[config.mk]
export PLATFORM = sky130hd
export DESIGN_NAME = word_cmp_seq
export DESIGN_NICKNAME = d
export VERILOG_FILES = /design/src/rtl/cmp_pkg.sv /design/src/rtl/nib_sel.sv /design/src/rtl/word_cmp_seq.sv
export SDC_FILE = /design/constraint.sdc
export NUM_CORES = 1
export LEC_CHECK = 0
export ABC_AREA = 1
export ABC_CLOCK_PERIOD_IN_PS = 1500
export CORE_UTILIZATION = 48
export CTS_CLUSTER_SIZE = 16
export DETAILED_ROUTE_END_ITERATION = 16
export PLACE_DENSITY = 0.79
export SLEW_MARGIN = 20
export SYNTH_ARGS = -nofsm -noshare
export SYNTH_HDL_FRONTEND = slang
export SYNTH_HIERARCHICAL = 1
export SYNTH_SLANG_ARGS = --single-unit
[constraint.sdc]
create_clock -name clk -period 1.5 [get_ports clk]
set_clock_uncertainty 0.1 [all_clocks]
set_input_delay 0.3 -clock clk [delete_from_list [all_inputs] [get_ports clk]]
set_output_delay 0.3 -clock clk [all_outputs]
set_load 0.05 [all_outputs]
[src/rtl/cmp_pkg.sv]
// Shared types and helpers for the sequential wide-word comparator.
package cmp_pkg;

    localparam int NIB_W = 4;

    typedef enum logic [1:0] {
        IDLE,
        CMP,
        DONE
    } state_t;

    typedef struct packed {
        logic gt;
        logic lt;
        logic eq;
    } cmp_flags_t;

    // True when exactly one of the three comparator flags is set.
    function automatic logic onehot3(input cmp_flags_t f);
        return ( f.gt & ~f.lt & ~f.eq) |
               (~f.gt &  f.lt & ~f.eq) |
               (~f.gt & ~f.lt &  f.eq);
    endfunction

endpackage

[src/rtl/nib_sel.sv]
// Selects one 4-bit nibble out of a WIDTH-bit word; idx 0 is the least significant nibble.
module nib_sel
    import cmp_pkg::*;
#(
    parameter int WIDTH = 16,
    parameter int IDX_W = 2
) (
    input  logic [WIDTH-1:0] word,
    input  logic [IDX_W-1:0] idx,
    output logic [NIB_W-1:0] nib
);

    localparam int NNIB = WIDTH / NIB_W;

    // Plain slice mux over every nibble position.
    // NOTE: give every always_comb output a value before any branch so no path leaves it unassigned (no latch).
    always_comb begin
        nib = '0;
        for (int i = 0; i < NNIB; i++) begin
            if (idx == IDX_W'(i)) begin
                nib = word[i*NIB_W +: NIB_W];
            end
        end
    end

endmodule

[src/rtl/word_cmp_seq.sv]
// Sequential wide-word magnitude comparator: walks the operands MSB nibble first
// through an external 4-bit comparator and returns one registered gt/lt/eq result.
module word_cmp_seq
    import cmp_pkg::*;
#(
    parameter int WIDTH      = 16,
    parameter bit EARLY_EXIT = 1'b1
) (
    input  logic             clk,
    input  logic             rst,
    input  logic             in_valid,
    output logic             in_ready,
    input  logic [WIDTH-1:0] in_a,
    input  logic [WIDTH-1:0] in_b,
    output logic [NIB_W-1:0] nib_a,
    output logic [NIB_W-1:0] nib_b,
    output logic             nib_valid,
    input  logic             cmp_agt,
    input  logic             cmp_alt,
    input  logic             cmp_aeq,
    output logic             out_valid,
    input  logic             out_ready,
    output logic             res_gt,
    output logic             res_lt,
    output logic             res_eq,
    output logic             res_err
);

    localparam int NNIB  = WIDTH / NIB_W;
    localparam int IDX_W = $clog2(NNIB);
    localparam logic [IDX_W-1:0] IDX_MSB = IDX_W'(NNIB - 1);

    state_t           state;
    state_t           state_n;
    logic [WIDTH-1:0] op_a;
    logic [WIDTH-1:0] op_b;
    logic [IDX_W-1:0] idx;
    logic             dec_gt;
    logic             dec_lt;
    logic             err;
    cmp_flags_t       res;
    logic             res_err_q;

    logic             accept;
    cmp_flags_t       flags;
    logic             flags_ok;
    logic             eff_gt;
    logic             eff_lt;
    logic             decided;
    logic             fin;
    logic             fin_gt;
    logic             fin_lt;
    logic [NIB_W-1:0] sel_a;
    logic [NIB_W-1:0] sel_b;

    nib_sel #(.WIDTH(WIDTH), .IDX_W(IDX_W)) u_sel_a (.word(op_a), .idx(idx), .nib(sel_a));
    nib_sel #(.WIDTH(WIDTH), .IDX_W(IDX_W)) u_sel_b (.word(op_b), .idx(idx), .nib(sel_b));

    // Handshakes; requests seen while rst is high never get a ready.
    assign in_ready  = (state == IDLE) && !rst;
    assign accept    = in_valid && in_ready;
    assign out_valid = (state == DONE);
    assign nib_valid = (state == CMP);
    assign nib_a     = nib_valid ? sel_a : '0;
    assign nib_b     = nib_valid ? sel_b : '0;

    // Per-nibble decision: a non-one-hot flag set counts as an equal nibble.
    assign flags    = '{gt: cmp_agt, lt: cmp_alt, eq: cmp_aeq};
    assign flags_ok = onehot3(flags);
    assign eff_gt   = flags_ok & cmp_agt;
    assign eff_lt   = flags_ok & cmp_alt;
    assign decided  = dec_gt | dec_lt;
    assign fin      = (state == CMP) && ((idx == '0) || (EARLY_EXIT && (eff_gt || eff_lt)));
    // The first recorded unequal nibble wins over anything seen later.
    assign fin_gt   = decided ? dec_gt : eff_gt;
    assign fin_lt   = decided ? dec_lt : eff_lt;

    assign res_gt  = res.gt;
    assign res_lt  = res.lt;
    assign res_eq  = res.eq;
    assign res_err = res_err_q;

    // Next-state logic for IDLE -> CMP -> DONE -> IDLE.
    always_comb begin
        state_n = state;
        case (state)
            IDLE:    if (accept)    state_n = CMP;
            CMP:     if (fin)       state_n = DONE;
            DONE:    if (out_ready) state_n = IDLE;
            default:                state_n = IDLE;
        endcase
    end

    // State register with synchronous reset.
    // NOTE: sequential state uses non-blocking assignments so every flop samples pre-edge values.
    always_ff @(posedge clk) begin
        if (rst) state <= IDLE;
        else     state <= state_n;
    end

    // Operand capture, nibble index walk, first-decision tracking and result register.
    always_ff @(posedge clk) begin
        if (rst) begin
            op_a      <= '0;
            op_b      <= '0;
            idx       <= IDX_MSB;
            dec_gt    <= 1'b0;
            dec_lt    <= 1'b0;
            err       <= 1'b0;
            res       <= '0;
            res_err_q <= 1'b0;
        end else begin
            case (state)
                IDLE: begin
                    if (accept) begin
                        op_a   <= in_a;
                        op_b   <= in_b;
                        idx    <= IDX_MSB;
                        dec_gt <= 1'b0;
                        dec_lt <= 1'b0;
                        err    <= 1'b0;
                    end
                end
                CMP: begin
                    if (!flags_ok) err <= 1'b1;
                    if (!decided) begin
                        dec_gt <= eff_gt;
                        dec_lt <= eff_lt;
                    end
                    if (fin) begin
                        res       <= '{gt: fin_gt, lt: fin_lt, eq: !(fin_gt || fin_lt)};
                        res_err_q <= err | !flags_ok;
                    end else begin
                        idx <= idx - 1'b1;
                    end
                end
                DONE: begin
                    if (out_ready) begin
                        res       <= '0;
                        res_err_q <= 1'b0;
                    end
                end
                default: ;
            endcase
        end
    end

endmodule

==> metrics <==
outcome=finished, violations left; failing checks=negative setup slack; endpoint class of the critical path=primary output; Hold EP=dec_gt$_SDFFE_PP0P_; Initial Utilization=between 50% and 60%; antenna violations before repair=0; FP Rows=23; Hold Buf Count CTS=0; CTS tree=done; layout cells sized above 1=between 20% and 30%; Final Cycle Share=117%; CTS buffer count=5; clk buf depth=2; main combinational cell family by area after synthesis=simple AND/OR/NAND/NOR gates; final hold slack=291 ps; clk sink count=43; Power Dens Cells=between 800 and 900 mW/mm^2; kind of critical path=reg -> out; clock network power share=~28%; gr usage total=about 25%; # setup viols final=14; Synth top area share=42.6%; core area=0.00403 sq mm; via count=just over 2000; Switching Fraction=29.3%; die width=66.9 microns; max-cap viol count=0; GP Congestion=approximately 0.83; Critical R2R Capture=idx[1]$_SDFFE_PP1P_; post-route cell area=0.00306 sq mm; Net Count, Synth=325; Tmin final=approximately 1800 ps; initial drt markers=128; final hold vios=0; largest net degree at the start of global routing=20; measured slew at the worst slew-check pin=223 ps; Post-Synth Simple-Gate Area=42.0%; switching power=765 uW; dpl cell area=0.00289 sq mm; Layout Utilization=75.8%; f_max=568 MHz; normalized max-slew margin=85.1%; Area contributors post-synth=dfxtp_1, nand2_1, nand3_1, buf_6, inv_1; Synth warnings=6; I/O Buffers=53; Compound-Gate Fraction of Synth Area=approximately 3.5%; nets=396; crit-path max FO=5; total global routing overflow=0; Comb pwr share=23.5%; Startpoint Class=flop; Worst-path clk slew=80 ps; Yosys reg bits=43; non-filler cells, final=around 400; TritonRoute pass-1 iters=4; Synth Instances=between 200 and 300; DRC viols=0; Slew Limit Fails=0; Post-Syn Area=0.00202 sq mm; vias in the first global route=2039; first-pass GRT wire length=8450 microns; Synth cell types=24; clk root buf=clkbuf_8; ANT nets after route=0; final WL=4960 microns; r2r setup slk=-60 ps; WP data required=1100 ps; Hold Path Class=in -> reg; adder-cell share of the synthesized area=0.619%; area growth from synthesis to layout=51.2%; Synth Area in XOR/XNOR=0%; sequential area share after synthesis=42.6%; leakage=approximately 0.0014 uW; unrepaired setup endpoints after global routing=yes; Post-Place Cells=394; Hold Path Stages=2; Worst R2R Path Depth=10; post-synth top area cell=dfxtp_1; n_diodes=0; worst setup margin=-260 ps; mux contribution to synthesized area=0%; Worst Path Arrival=roughly 1400 ps; HP Start=rst; Pint=1840 uW; hpwl dp=~3600 microns; Via density=5.10; WL/cell=12.2 microns; reg2reg start=idx[0]$_SDFFE_PP1P_; Die ar.=between 0.004 and 0.005 sq mm; Top Ports=54; fillers=311; htree depth=2; average size of a mapped cell=7.09 sq um; Peak VDD IR=0.000650 V; Reg power frac=48.8%; worst-skew pair later-pin latency=290 ps; Tot Pwr=approximately 2600 uW; Die Height=66.9 microns
-- stage by stage --
| stage | TNS [ps] | worst slack, ps |
|---|---|---|
| detailed placement | -8810 | -260 |
| CTS | -2020 | -255 |
| global route | -3520 | -355 |
| floorplan | -1990 | -67.4 |
| finish | -2180 | -260 |
| global placement | -7950 | -255 |
-- cells in the final DEF, fill, tap and decap left out --
cell             count
nor3b_1              2
buf_12              17
nand2_1             92
clkdlybuf4s15_2      1
clkbuf_8             5
clkinvlp_4           2
buf_4               17
ha_1                 1
buf_2                1
nand4_1              9
nor3_1               1
buf_8                1
nor2_1               7
inv_1               11
nand3_1             59
dfxtp_2              4
nor2_4              11
clkinv_2             2
nor3_4               1
nand2_2              3
buf_6                5
a21oi_1              5
inv_4                1
clkinv_1             1
dfxtp_1             39
inv_2               13
o21ai_1              2
nand2_4              1
a21oi_2              3
clkdlybuf4s50_1     37
o21ai_0              2
nand3_2              1
-- metal layers --
layer / global-route usage [%] / wire [microns] / up-vias
met3: 5.82 / 255 / 4
met5: 0 / 0 / -
li1: - / - / 1056
met1: 28.2 / 2070 / 947
met4: 9.04 / 41 / 0
met2: 45.1 / 2600 / 69
-- how the worst max path moves through the flow --
| stage | cells after the start | endpoint | slack [ps] | from |
|---|---|---|---|---|
| final | 7 | nib_b[3] | -260 | idx[0]$_SDFFE_PP1P_ |
| after global routing | 7 | nib_b[3] | -350 | idx[0]$_SDFFE_PP1P_ |
| after CTS | 7 | nib_a[2] | -250 | idx[0]$_SDFFE_PP1P_ |
| after detailed placement | 6 | dec_lt$_SDFFE_PP0P_ | -260 | rst |
| after global placement | 4 | in_ready | -250 | rst |
| after floorplan | 6 | op_a[13]$_SDFFE_PP0P_ | -70 | rst |
-- power groups by stage --
stage | Sequential [uW] | Clock [uW] | Combinational [uW]
after floorplan | 1290 | 0 | 324
after global placement | 1290 | 0 | 562
after detailed placement | 1290 | 0 | 575
after CTS | 1270 | 736 | 603
after global routing | 1280 | 794 | 667
final | 1270 | 723 | 612
-- synthesized netlist by cell type --
master,number
a21oi_1,5
a21oi_2,3
buf_2,4
buf_4,1
buf_6,8
clkbuf_1,2
clkinv_1,1
clkinv_2,1
dfxtp_1,43
ha_1,1
inv_1,20
inv_2,5
nand2_1,95
nand2_4,1
nand3_1,59
nand3_2,1
nand4_1,9
nor2_1,16
nor2_4,2
nor3_1,1
nor3_4,1
nor3b_1,2
o21ai_0,3
o21ai_1,1
-- area by class of cell --
class,count,area [sq um],share of cell area [%]
Clock buffer,5,68.8,2.25
Clock inverter,3,20.0,0.655
Inverter,27,105,3.44
Multi-Input combinational cell,200,1010,33.0
Sequential cell,43,866,28.3
Tap cell,50,62.6,2.05
Timing Repair Buffer,79,926,30.3
-- what timing repair did --
item                                    CTS  global route
endpoints found under the setup margin   11            17
buffers inserted                          3             1
gates cloned                              1             0
gates resized for setup                  24             4
pin swaps                                12             1
-- logic make-up after synthesis --
kind of cell	Yosys count
flip-flops	43
AO/OA/AOI/OAI	12
AND/OR/NAND/NOR	187
buffers and inverters	42
adder cells (fa/ha/maj)	1
-- critical path, cell delays in order, from the launching register on --
cell	delay, ps
dfxtp_2	350
buf_6	130
nor2_4	140
nand2_1	60
nand4_1	100
inv_2	60
nor2_4	100
buf_12	140
-- flip-flops by register name, indices dropped and copies added (netlist names) --
| register | count |
|---|---|
| dec_gt | 1 |
| res_gt | 1 |
| dec_lt | 1 |
| state | 2 |
| op_a | 16 |
| res_lt | 1 |
| op_b | 16 |
| err | 1 |
| res_eq | 1 |
| res_err | 1 |
| idx | 2 |
Note: power is estimated with default switching activity, not from simulation.
